**src/rtl/alu_operand_sequencer.sv**
```systemverilog
// Operand sequencer for the simple ALU. It takes two operands and an opcode from one
// strobe button, drives the registered ALU bus, and captures the ALU result one cycle
// later. It also keeps a wrapping count of completed operations.
module alu_operand_sequencer #(
    parameter int SYNC_STAGES = 2,
    parameter int COUNT_W     = 4
) (
    input  logic               clk,
    input  logic               rst_n,
    input  logic               i_strobe,
    input  logic               i_clear,
    input  logic [3:0]         i_nibble,
    input  logic [2:0]         i_opcode,
    input  logic [7:0]         i_alu_result,
    output logic [7:0]         o_instruction,
    output logic [7:0]         o_data,
    output logic [7:0]         o_result,
    output logic               o_valid,
    output logic [1:0]         o_state,
    output logic [COUNT_W-1:0] o_op_count
);

    // state  | meaning
    // LOAD_A | waiting for the first operand (high nibble of o_data)
    // LOAD_B | waiting for the second operand and the opcode
    // EXEC   | single cycle; ALU bus is stable, result captured at the end
    // SHOW   | result held and valid; the next strobe starts a new operation
    typedef enum logic [1:0] {
        LOAD_A = 2'd0,
        LOAD_B = 2'd1,
        EXEC   = 2'd2,
        SHOW   = 2'd3
    } state_t;

    state_t state, state_nxt;

    logic [SYNC_STAGES-1:0] stb_sync;
    logic [SYNC_STAGES-1:0] clr_sync;
    logic                   stb_prev;
    logic                   stb_p;
    logic                   clr_l;

    logic load_a;
    logic load_b;
    logic capture;
    logic drop_valid;

    // Synchronizer chains for the raw buttons, plus history for strobe edge detection
    always_ff @(posedge clk) begin
        if (!rst_n) begin
            stb_sync <= '0;
            clr_sync <= '0;
            stb_prev <= 1'b0;
        end else begin
            stb_sync <= {stb_sync[SYNC_STAGES-2:0], i_strobe};
            clr_sync <= {clr_sync[SYNC_STAGES-2:0], i_clear};
            stb_prev <= stb_sync[SYNC_STAGES-1];
        end
    end

    assign stb_p = stb_sync[SYNC_STAGES-1] & ~stb_prev;
    assign clr_l = clr_sync[SYNC_STAGES-1];

    // State register
    always_ff @(posedge clk) begin
        if (!rst_n) state <= LOAD_A;
        else        state <= state_nxt;
    end

    // Next-state and datapath enables; clear overrides every strobe action, including EXEC capture
    always_comb begin
        state_nxt  = state;
        load_a     = 1'b0;
        load_b     = 1'b0;
        capture    = 1'b0;
        drop_valid = 1'b0;
        if (clr_l) begin
            state_nxt  = LOAD_A;
            drop_valid = 1'b1;
        end else begin
            case (state)
                LOAD_A: if (stb_p) begin
                    load_a     = 1'b1;
                    drop_valid = 1'b1;
                    state_nxt  = LOAD_B;
                end
                LOAD_B: if (stb_p) begin
                    load_b    = 1'b1;
                    state_nxt = EXEC;
                end
                EXEC: begin
                    capture   = 1'b1;
                    state_nxt = SHOW;
                end
                SHOW: if (stb_p) begin
                    drop_valid = 1'b1;
                    state_nxt  = LOAD_A;
                end
                default: state_nxt = LOAD_A;
            endcase
        end
    end

    // Registered ALU bus, held result and operation counter; they change only on their enables
    always_ff @(posedge clk) begin
        if (!rst_n) begin
            o_instruction <= '0;
            o_data        <= '0;
            o_result      <= '0;
            o_valid       <= 1'b0;
            o_op_count    <= '0;
        end else begin
            if (load_a) o_data[7:4] <= i_nibble;
            if (load_b) begin
                o_data[3:0]   <= i_nibble;
                o_instruction <= {5'b0, i_opcode};
            end
            if (capture) begin
                o_result   <= i_alu_result;
                o_valid    <= 1'b1;
                o_op_count <= o_op_count + 1'b1;
            end
            if (drop_valid) o_valid <= 1'b0;
        end
    end

    assign o_state = state;

endmodule

```
**config.mk**
```make
export PLATFORM = sky130hd
export DESIGN_NAME = alu_operand_sequencer
export DESIGN_NICKNAME = d
export VERILOG_FILES = /design/src/rtl/alu_operand_sequencer.sv
export SDC_FILE = /design/constraint.sdc
export NUM_CORES = 1
export LEC_CHECK = 0
export ABC_AREA = 1
export CAP_MARGIN = 20
export CORE_UTILIZATION = 46
export CTS_CLUSTER_DIAMETER = 120
export DETAILED_ROUTE_END_ITERATION = 6
export PLACE_DENSITY = 0.81
export RECOVER_POWER = 25
export SETUP_SLACK_MARGIN = 0.2
export SYNTH_ARGS = -nofsm -noshare
export SYNTH_HDL_FRONTEND = slang
export SYNTH_SLANG_ARGS = --single-unit
```
**constraint.sdc**
```tcl
create_clock -name clk -period 3.6 [get_ports clk]
set_clock_uncertainty 0.1 [all_clocks]
set_input_delay 0.36 -clock clk [delete_from_list [all_inputs] [get_ports clk]]
set_output_delay 0.36 -clock clk [all_outputs]
set_load 0.03 [all_outputs]
```
==> out/qor_table.md, run 1 <==
| Quantity | Value |
|---|---|
| Synthesized flop and latch total | 31 |
| Clock tree from TritonCTS | yes |
| Via count | 1179 |
| Slew at the pin with the worst max-slew slack | 0.8886 ns |
| Maximum clock frequency | 537.4 MHz |
| Die Outline Area | 3065 µm² |
| Final worst-path setup slack | 1.739 ns |
| Number of warnings printed during yosys synthesis | 0 |
| Number of instances in the synthesized netlist | 180 |
| Floorplan Core Area | 2590 µm² |
| Area after detailed placement | 1727 µm² |
| Number of instances resized during post-cts repair | 0 |
| ANT nets after route | 0 |
| Min Tclk post-route | 1.861 ns |
| Fin crit share | 0.5169 |
| Post-synthesis average cell area | 7.278 µm² |
| Post-route design area | 1795 µm² |
| WL met1 | 1095 µm |
| Cell family contributing the most delay on the critical path | buffers and inverters |
| Pre-CTS setup slack | 1.589 ns |
| VDD IR-drop max | 0.0004349 V |
| Number of buffers created by CTS | 5 |
| Proportion of netlist area held by the largest area contributor | 0.4737 |
| Leading cell types by total area after synthesis | sky130_fd_sc_hd__dfxtp_1 47%, sky130_fd_sc_hd__nor2_1 14%, sky130_fd_sc_hd__nand2_1 11% |
| Pre-Repair DR Iteration Count | 4 |
| Global route overflow | 0 |
| Post-route DRC violation count | 0 |
| # Post-CTS Setup Buffers | 0 |
| Net count, final | 248 |
| Area used by sequential logic in the layout | 620.6 µm² |
| Detail Placement HPWL | 1928 µm |
| WS Path Type | reg2out |
| Outcome | complete, no violations |
| Final Wtd Congestion | 0.6688 |
| Number of global-route vias before repair | 1152 |
| Final worst hold slack | 0.3149 ns |
| Number of clock sinks | 31 |
| Number of placed instances, taps included | 247 |
| Count of antenna diodes in the layout | 0 |
| Arrival time at the worst endpoint | 1.40 ns |
| Slowest stage cell, crit path | sky130_fd_sc_hd__clkdlybuf4s50_1 |
| Detailed-route wire length per cell | 10.27 µm |
| All-layer global routing usage | 0.1889 |
| Power per cell area | 676.9 nW/µm² |
| Die boundary width | 55.37 µm |
| Critical Path RT | 3.14 ns |
| Fillcell total | 195 |
| Area growth from synthesis to layout | 37.06% |
| Cell-by-cell listing of the critical path | clkdlybuf4s50_1 |
| Yosys cell types | 18 |
| Layout Utilization | 0.6932 |
| Maximum cell stage delay along the critical path | 0.69 ns |
| Final count of hold timing violations | 0 |
| Max-capacitance violation count | 0 |
| Clock latency on the worst-skew pair | 0.33 ns |
| Total power after layout | 1.215 mW |
| Commonest cells after routing, fill and taps aside | 49 x sky130_fd_sc_hd__nor2_1, 43 x sky130_fd_sc_hd__clkdlybuf4s50_1, 38 x sky130_fd_sc_hd__nand2_1, 31 x sky130_fd_sc_hd__dfxtp_1, 19 x sky130_fd_sc_hd__inv_1 |
| Number of DRC markers after the initial detailed-route iteration | 26 |
| Maximum count of clock buffers along a single path | 2 |
| Highest metal used | met4 |
| Setup tns final | 0 ns |
| Vert. Die Dim | 55.37 µm |
| Sequential-to-total area share from yosys stat | 0.4737 |
| Number of buffers and inverters on the critical path | 1 |
| Post-synthesis instance area | 1310 µm² |
| Standard-cell row count | 18 |
| Met3 wire len | 123 µm |
| Fin cells | 255 |
| Max H-tree Level | 2 |
| Total met2 wirelength after detailed routing | 1345 µm |
| Commonest non-fill, non-tap cell in the layout | sky130_fd_sc_hd__nor2_1 |
| Detailed-route wire length | 2620 µm |
| Clock root buffer | sky130_fd_sc_hd__clkbuf_4 |
| Detailed-route vias per instance | 4.624 |
| Initial antenna violation count | 0 |
| Setup violation total in the final timing report | 0 |
| Fraction of layout instances using a drive strength above 1 | 0.05778 |
| # port buffers | 44 |
| Area of combinational cells with multiple inputs | 549.3 µm² |
| Pin count of the biggest net entering global routing | 29 |
| CTS clock-pin slew for the worst setup and hold paths | 0.10 ns |
| Initial cell density of the core | 0.5058 |
| Leak | 0.7923 nW |
| RSZ-0062 raised after global routing | no |
| Number of top-level pins | 50 |
| Worst setup SP type | flop |
| Top fanout value on the critical path | 4 |
| Slew headroom | 0.4057 |
| Fin. max-slew vios | 0 |
| First-pass GRT wire length | 4588 µm |
| Number of buffers added to fix hold violations after cts | 0 |
| Worst min path class | reg2reg |
| Endpoint kind of the worst setup timing path | output pin |
| Dominant cell type by area after synthesis | sky130_fd_sc_hd__dfxtp_1 |
==> sequential cells by signal, summed over array words and instances, names as in the netlist <==
| register | cells |
|---|---|
| clr_sync | 2 |
| o_result | 8 |
| stb_prev | 1 |
| o_instruction | 3 |
| o_op_count | 4 |
| o_valid | 1 |
| o_state | 2 |
| stb_sync | 2 |
| o_data | 8 |
==> per-layer routing <==
metal | global-route usage | vias to the layer above
li1 | - | 615
met1 | 0.1859 | 527
met2 | 0.3442 | 30
met3 | 0.06792 | 7
met4 | 0.09643 | 0
met5 | 0 | -
==> synthesized netlist by cell type <==
| master | count |
|---|---|
| sky130_fd_sc_hd__a21oi_1 | 4 |
| sky130_fd_sc_hd__buf_2 | 4 |
| sky130_fd_sc_hd__buf_4 | 6 |
| sky130_fd_sc_hd__buf_6 | 1 |
| sky130_fd_sc_hd__conb_1 | 1 |
| sky130_fd_sc_hd__dfxtp_1 | 31 |
| sky130_fd_sc_hd__ha_1 | 5 |
| sky130_fd_sc_hd__inv_1 | 19 |
| sky130_fd_sc_hd__inv_2 | 2 |
| sky130_fd_sc_hd__nand2_1 | 38 |
| sky130_fd_sc_hd__nand2_4 | 1 |
| sky130_fd_sc_hd__nand3_1 | 4 |
| sky130_fd_sc_hd__nor2_1 | 49 |
| sky130_fd_sc_hd__nor2_2 | 1 |
| sky130_fd_sc_hd__nor2_4 | 2 |
| sky130_fd_sc_hd__o21ai_0 | 1 |
| sky130_fd_sc_hd__o21ai_1 | 10 |
| sky130_fd_sc_hd__or2_0 | 1 |
==> logic make-up after synthesis <==
family                   after synthesis  synth area share
adder cells (fa/ha/maj)                5           0.04776
AND/OR/NAND/NOR                       96            0.2999
flip-flops                            31            0.4737
other                                  1          0.002863
AO/OA/AOI/OAI                         15           0.05731
buffers and inverters                 32            0.1184
==> power by group <==
part / internal [mW] / switching, mW / total, mW
clock: 0.115 / 0.113 / 0.228
combinational: 0.208 / 0.327 / 0.535
sequential: 0.409 / 0.0425 / 0.452
total: 0.732 / 0.483 / 1.22
==> layout make-up <==
| class | instances | area share |
|---|---|---|
| well taps | 30 | 0.02091 |
| inverters | 21 | 0.04390 |
| flip-flops and latches | 31 | 0.3456 |
| repair buffers | 44 | 0.2453 |
| multi-input cells | 121 | 0.3059 |
| clock buffers | 8 | 0.03833 |
==> path summary, 6_finish.rpt <==
check	from	end	slack, ns	cells after the start
hold / removal	clr_sync[0]$_SDFF_PN0_	clr_sync[1]$_SDFF_PN0_	0.31	2
hold reg to reg	clr_sync[0]$_SDFF_PN0_	clr_sync[1]$_SDFF_PN0_	0.31	2
setup / recovery	o_state[1]$_SDFFE_PP0P_	o_state[1]	1.74	1
setup reg to reg	o_state[0]$_SDFFE_PP0P_	o_op_count[2]$_SDFFE_PN0P_	1.94	7
No activity file was read; power rests on OpenSTA's default activity.
==> run 2: changes to the inputs <==
- CORE_UTILIZATION: 46 -> 43
- PLACE_DENSITY: 0.81 -> 0.77
- clock period: 3.6 -> 1.8 ns (I/O delays scaled with it)
==> out/qor_table.md, run 2 (same netlist as run 1, synthesis figures left out) <==
| Quantity | Value | Delta |
|---|---|---|
| Standard-cell row count | 19 | +1 |
| Worst setup SP type | flop |  |
| Setup violation total in the final timing report | 0 | unchanged |
| Pin count of the biggest net entering global routing | 26 | -10% |
| First-pass GRT wire length | 4160 µm | -9.3% |
| Net count, final | 250 | +0.81% |
| Die boundary width | 57.20 µm | +3.3% |
| Post-route DRC violation count | 6 | +6 |
| Met1 Usage GRT | 0.1974 | +0.01150 |
| Number of global-route vias before repair | 971 | -16% |
| Max-capacitance violation count | 0 | unchanged |
| Fin crit share | 0.8061 |  |
| Setup tns final | 0 ns | unchanged |
| Maximum count of clock buffers along a single path | 2 | unchanged |
| Detailed-route wire length | 2445 µm | -6.7% |
| Registers with the most flip-flops | o_data (8), o_result (8), o_op_count (4) |  |
| Min-Delay Endpoint | stb_sync[0]$_SDFF_PN0_ |  |
| VDD IR-drop max | 0.0006293 V | +45% |
| Maximum cell stage delay along the critical path | 0.39 ns | -0.30 ns |
| Final Wtd Congestion | 0.7551 | +13% |
| GRT busiest layer | met2 |  |
| Clock tree from TritonCTS | yes |  |
| Failing checks | DRC |  |
| Slowest stage cell, crit path | sky130_fd_sc_hd__dfxtp_1 |  |
| Maximum clock frequency | 689.2 MHz |  |
| Area growth from synthesis to layout | 34.77% |  |
| Commonest non-fill, non-tap cell in the layout | sky130_fd_sc_hd__nor2_1 |  |
| Global route overflow | 0 | unchanged |
| Total power after layout | 2.259 mW | +86% |
| Floorplan Core Area | 2829 µm² | +9.2% |
| Clock latency on the worst-skew pair | 0.32 ns | about the same |
| Detailed-route wire length per cell | 9.477 µm | -7.8% |
| Endpoint of the worst register-to-register path | o_op_count[0]$_SDFFE_PN0P_ |  |
| Vert. Die Dim | 57.20 µm | +3.3% |
| RR Startpoint | o_state[0]$_SDFFE_PP0P_ |  |
| All-layer global routing usage | 0.1656 | -0.02340 |
| Arrival time at the worst endpoint | 1.60 ns | +0.20 ns |
| Worst reg2reg path depth | 5 | -2 |
| Power per cell area | 1280 nW/µm² | +89% |
| Commonest cells after routing, fill and taps aside | 49 x sky130_fd_sc_hd__nor2_1, 38 x sky130_fd_sc_hd__nand2_1, 31 x sky130_fd_sc_hd__dfxtp_1, 26 x sky130_fd_sc_hd__dlygate4sd2_1, 19 x sky130_fd_sc_hd__inv_1 |  |
| Number of clock sinks | 31 | unchanged |
| Clock root buffer | sky130_fd_sc_hd__clkbuf_4 |  |
| Max H-tree Level | 2 | unchanged |
| WS Path Type | reg2reg |  |
| Area of combinational cells with multiple inputs | 554.3 µm² | +0.91% |
| Fillcell total | 293 | +50% |
| Endpoint kind of the worst setup timing path | flop |  |
| Outcome | finished with violations |  |
| Critical Path RT | 1.95 ns | -1.19 ns |
| Final count of hold timing violations | 0 | unchanged |
| Min Tclk post-route | 1.451 ns |  |
| Number of top-level pins | 50 | unchanged |
| Leak | 0.9090 nW | +15% |
| Worst hold start | i_strobe |  |
| Cell count of the worst hold path | 3 | +1 |
| Area used by sequential logic in the layout | 620.6 µm² | unchanged |
| Met2 GRT Util | 0.2773 | -0.06692 |
| Detail Placement HPWL | 1831 µm | -5.1% |
| Pre-Repair DR Iteration Count | 6 | +2 |
| Number of DRC markers after the initial detailed-route iteration | 62 | +140% |
| Detailed-route vias per instance | 4.426 | -4.3% |
| Fin. max-slew vios | 0 | unchanged |
| Fraction of layout instances using a drive strength above 1 | 0.06167 | +0.003896 |
| Cell family contributing the most delay on the critical path | flip-flops |  |
| Setup slack on the worst flop-to-flop path | 0.35 ns | -1.59 ns |
| Layout Utilization | 0.6241 | -0.06918 |
| Initial antenna violation count | 0 | unchanged |
| Count of antenna diodes in the layout | 0 | unchanged |
| Via count | 1142 | -3.1% |
| Number of buffers created by CTS | 5 | unchanged |
| Number of buffers and inverters on the critical path | 1 | unchanged |
| Cell-by-cell listing of the critical path | inv_1 -> ha_1 -> nand2_1 -> o21ai_0 -> a21oi_1 |  |
| Die Outline Area | 3271 µm² | +6.7% |
| # port buffers | 44 | unchanged |
| GRT met3 Usage | 0.04762 | -0.02030 |
| ANT nets after route | 0 | unchanged |
| Top fanout value on the critical path | 11 | +7 |
| Initial cell density of the core | 0.4631 | -0.04273 |
| Worst min path class | in2reg |  |
| RSZ-0062 raised after global routing | no |  |
| CTS clock-pin slew for the worst setup and hold paths | 0.09 ns | about the same |
run 2: changes by cell type in the layout (fill, tap and decap cells not counted):
| cell | previous run | this run |
|---|---|---|
| sky130_fd_sc_hd__o21ai_1 | 10 | 9 |
| sky130_fd_sc_hd__clkinv_2 | 0 | 1 |
| sky130_fd_sc_hd__dlygate4sd2_1 | 0 | 26 |
| sky130_fd_sc_hd__clkbuf_1 | 1 | 2 |
| sky130_fd_sc_hd__clkdlybuf4s50_1 | 43 | 17 |
| sky130_fd_sc_hd__buf_4 | 0 | 2 |
| sky130_fd_sc_hd__clkbuf_8 | 2 | 0 |
| sky130_fd_sc_hd__nor2_4 | 2 | 3 |
| sky130_fd_sc_hd__o21ai_0 | 1 | 2 |
| sky130_fd_sc_hd__nor2_2 | 1 | 0 |
run 2: cell type report:
type | count | area share
Timing Repair Buffer | 46 | 0.2395
Multi-Input combinational cell | 121 | 0.3140
Inverter | 21 | 0.04465
Clock buffer | 7 | 0.02551
Tap cell | 31 | 0.02197
Sequential cell | 31 | 0.3515
Clock inverter | 1 | 0.002835
run 2: worst max path at each step:
stage                             from                          to  slack, ns  depth (start not counted)
2_1_floorplan  o_state[0]$_SDFFE_PP0P_  o_op_count[3]$_SDFFE_PN0P_       0.25                          7
3_3_place_gp   o_state[0]$_SDFFE_PP0P_    o_result[1]$_SDFFE_PN0P_       0.36                          7
3_5_place_dp   o_state[0]$_SDFFE_PP0P_    o_result[5]$_SDFFE_PN0P_       0.33                          7
4_1_cts        o_state[0]$_SDFFE_PP0P_    o_result[5]$_SDFFE_PN0P_       0.33                          7
5_1_grt        o_state[0]$_SDFFE_PP0P_  o_op_count[0]$_SDFFE_PN0P_       0.18                          5
6_report       o_state[0]$_SDFFE_PP0P_  o_op_count[0]$_SDFFE_PN0P_       0.35                          5
run 2: metrics by stage:
step           setup WS [ns]  area, µm²  instances  hold slack [ns]
2_1_floorplan         0.2479       1325        184           0.1776
3_3_place_gp          0.3571       1743        250           0.2929
3_5_place_dp          0.3346       1743        250           0.2954
4_1_cts               0.3321       1760        258           0.2695
5_1_grt               0.1776       1765        258           0.2783
6_report              0.3490       1765        258           0.2777
run 2: worst register-to-register path: stages, from the launching register on:
cell and delay [ns]:
sky130_fd_sc_hd__dfxtp_1 0.39, sky130_fd_sc_hd__inv_1 0.10, sky130_fd_sc_hd__ha_1 0.24, sky130_fd_sc_hd__nand2_1 0.31, sky130_fd_sc_hd__o21ai_0 0.13, sky130_fd_sc_hd__a21oi_1 0.12
run 2: layer usage:
layer  vias up  wire, µm
li1        619         -
met1       492      1103
met2        26      1201
met3         5       103
met4         0        37
met5         -         0
run 2: power by group:
group	internal (mW)	leakage, nW	switching [mW]
Combinational	0.343	0.627	0.642
Sequential	0.819	0.253	0.0814
Clock	0.152	0.0293	0.222
Total	1.31	0.909	0.946
run 2: repair_timing:
action	4_1_cts	5_1_grt
buffers inserted	0	0
cloned	0	0
resized for setup	26	2
hold buffers	0	0
setup endpoints to repair	26	7
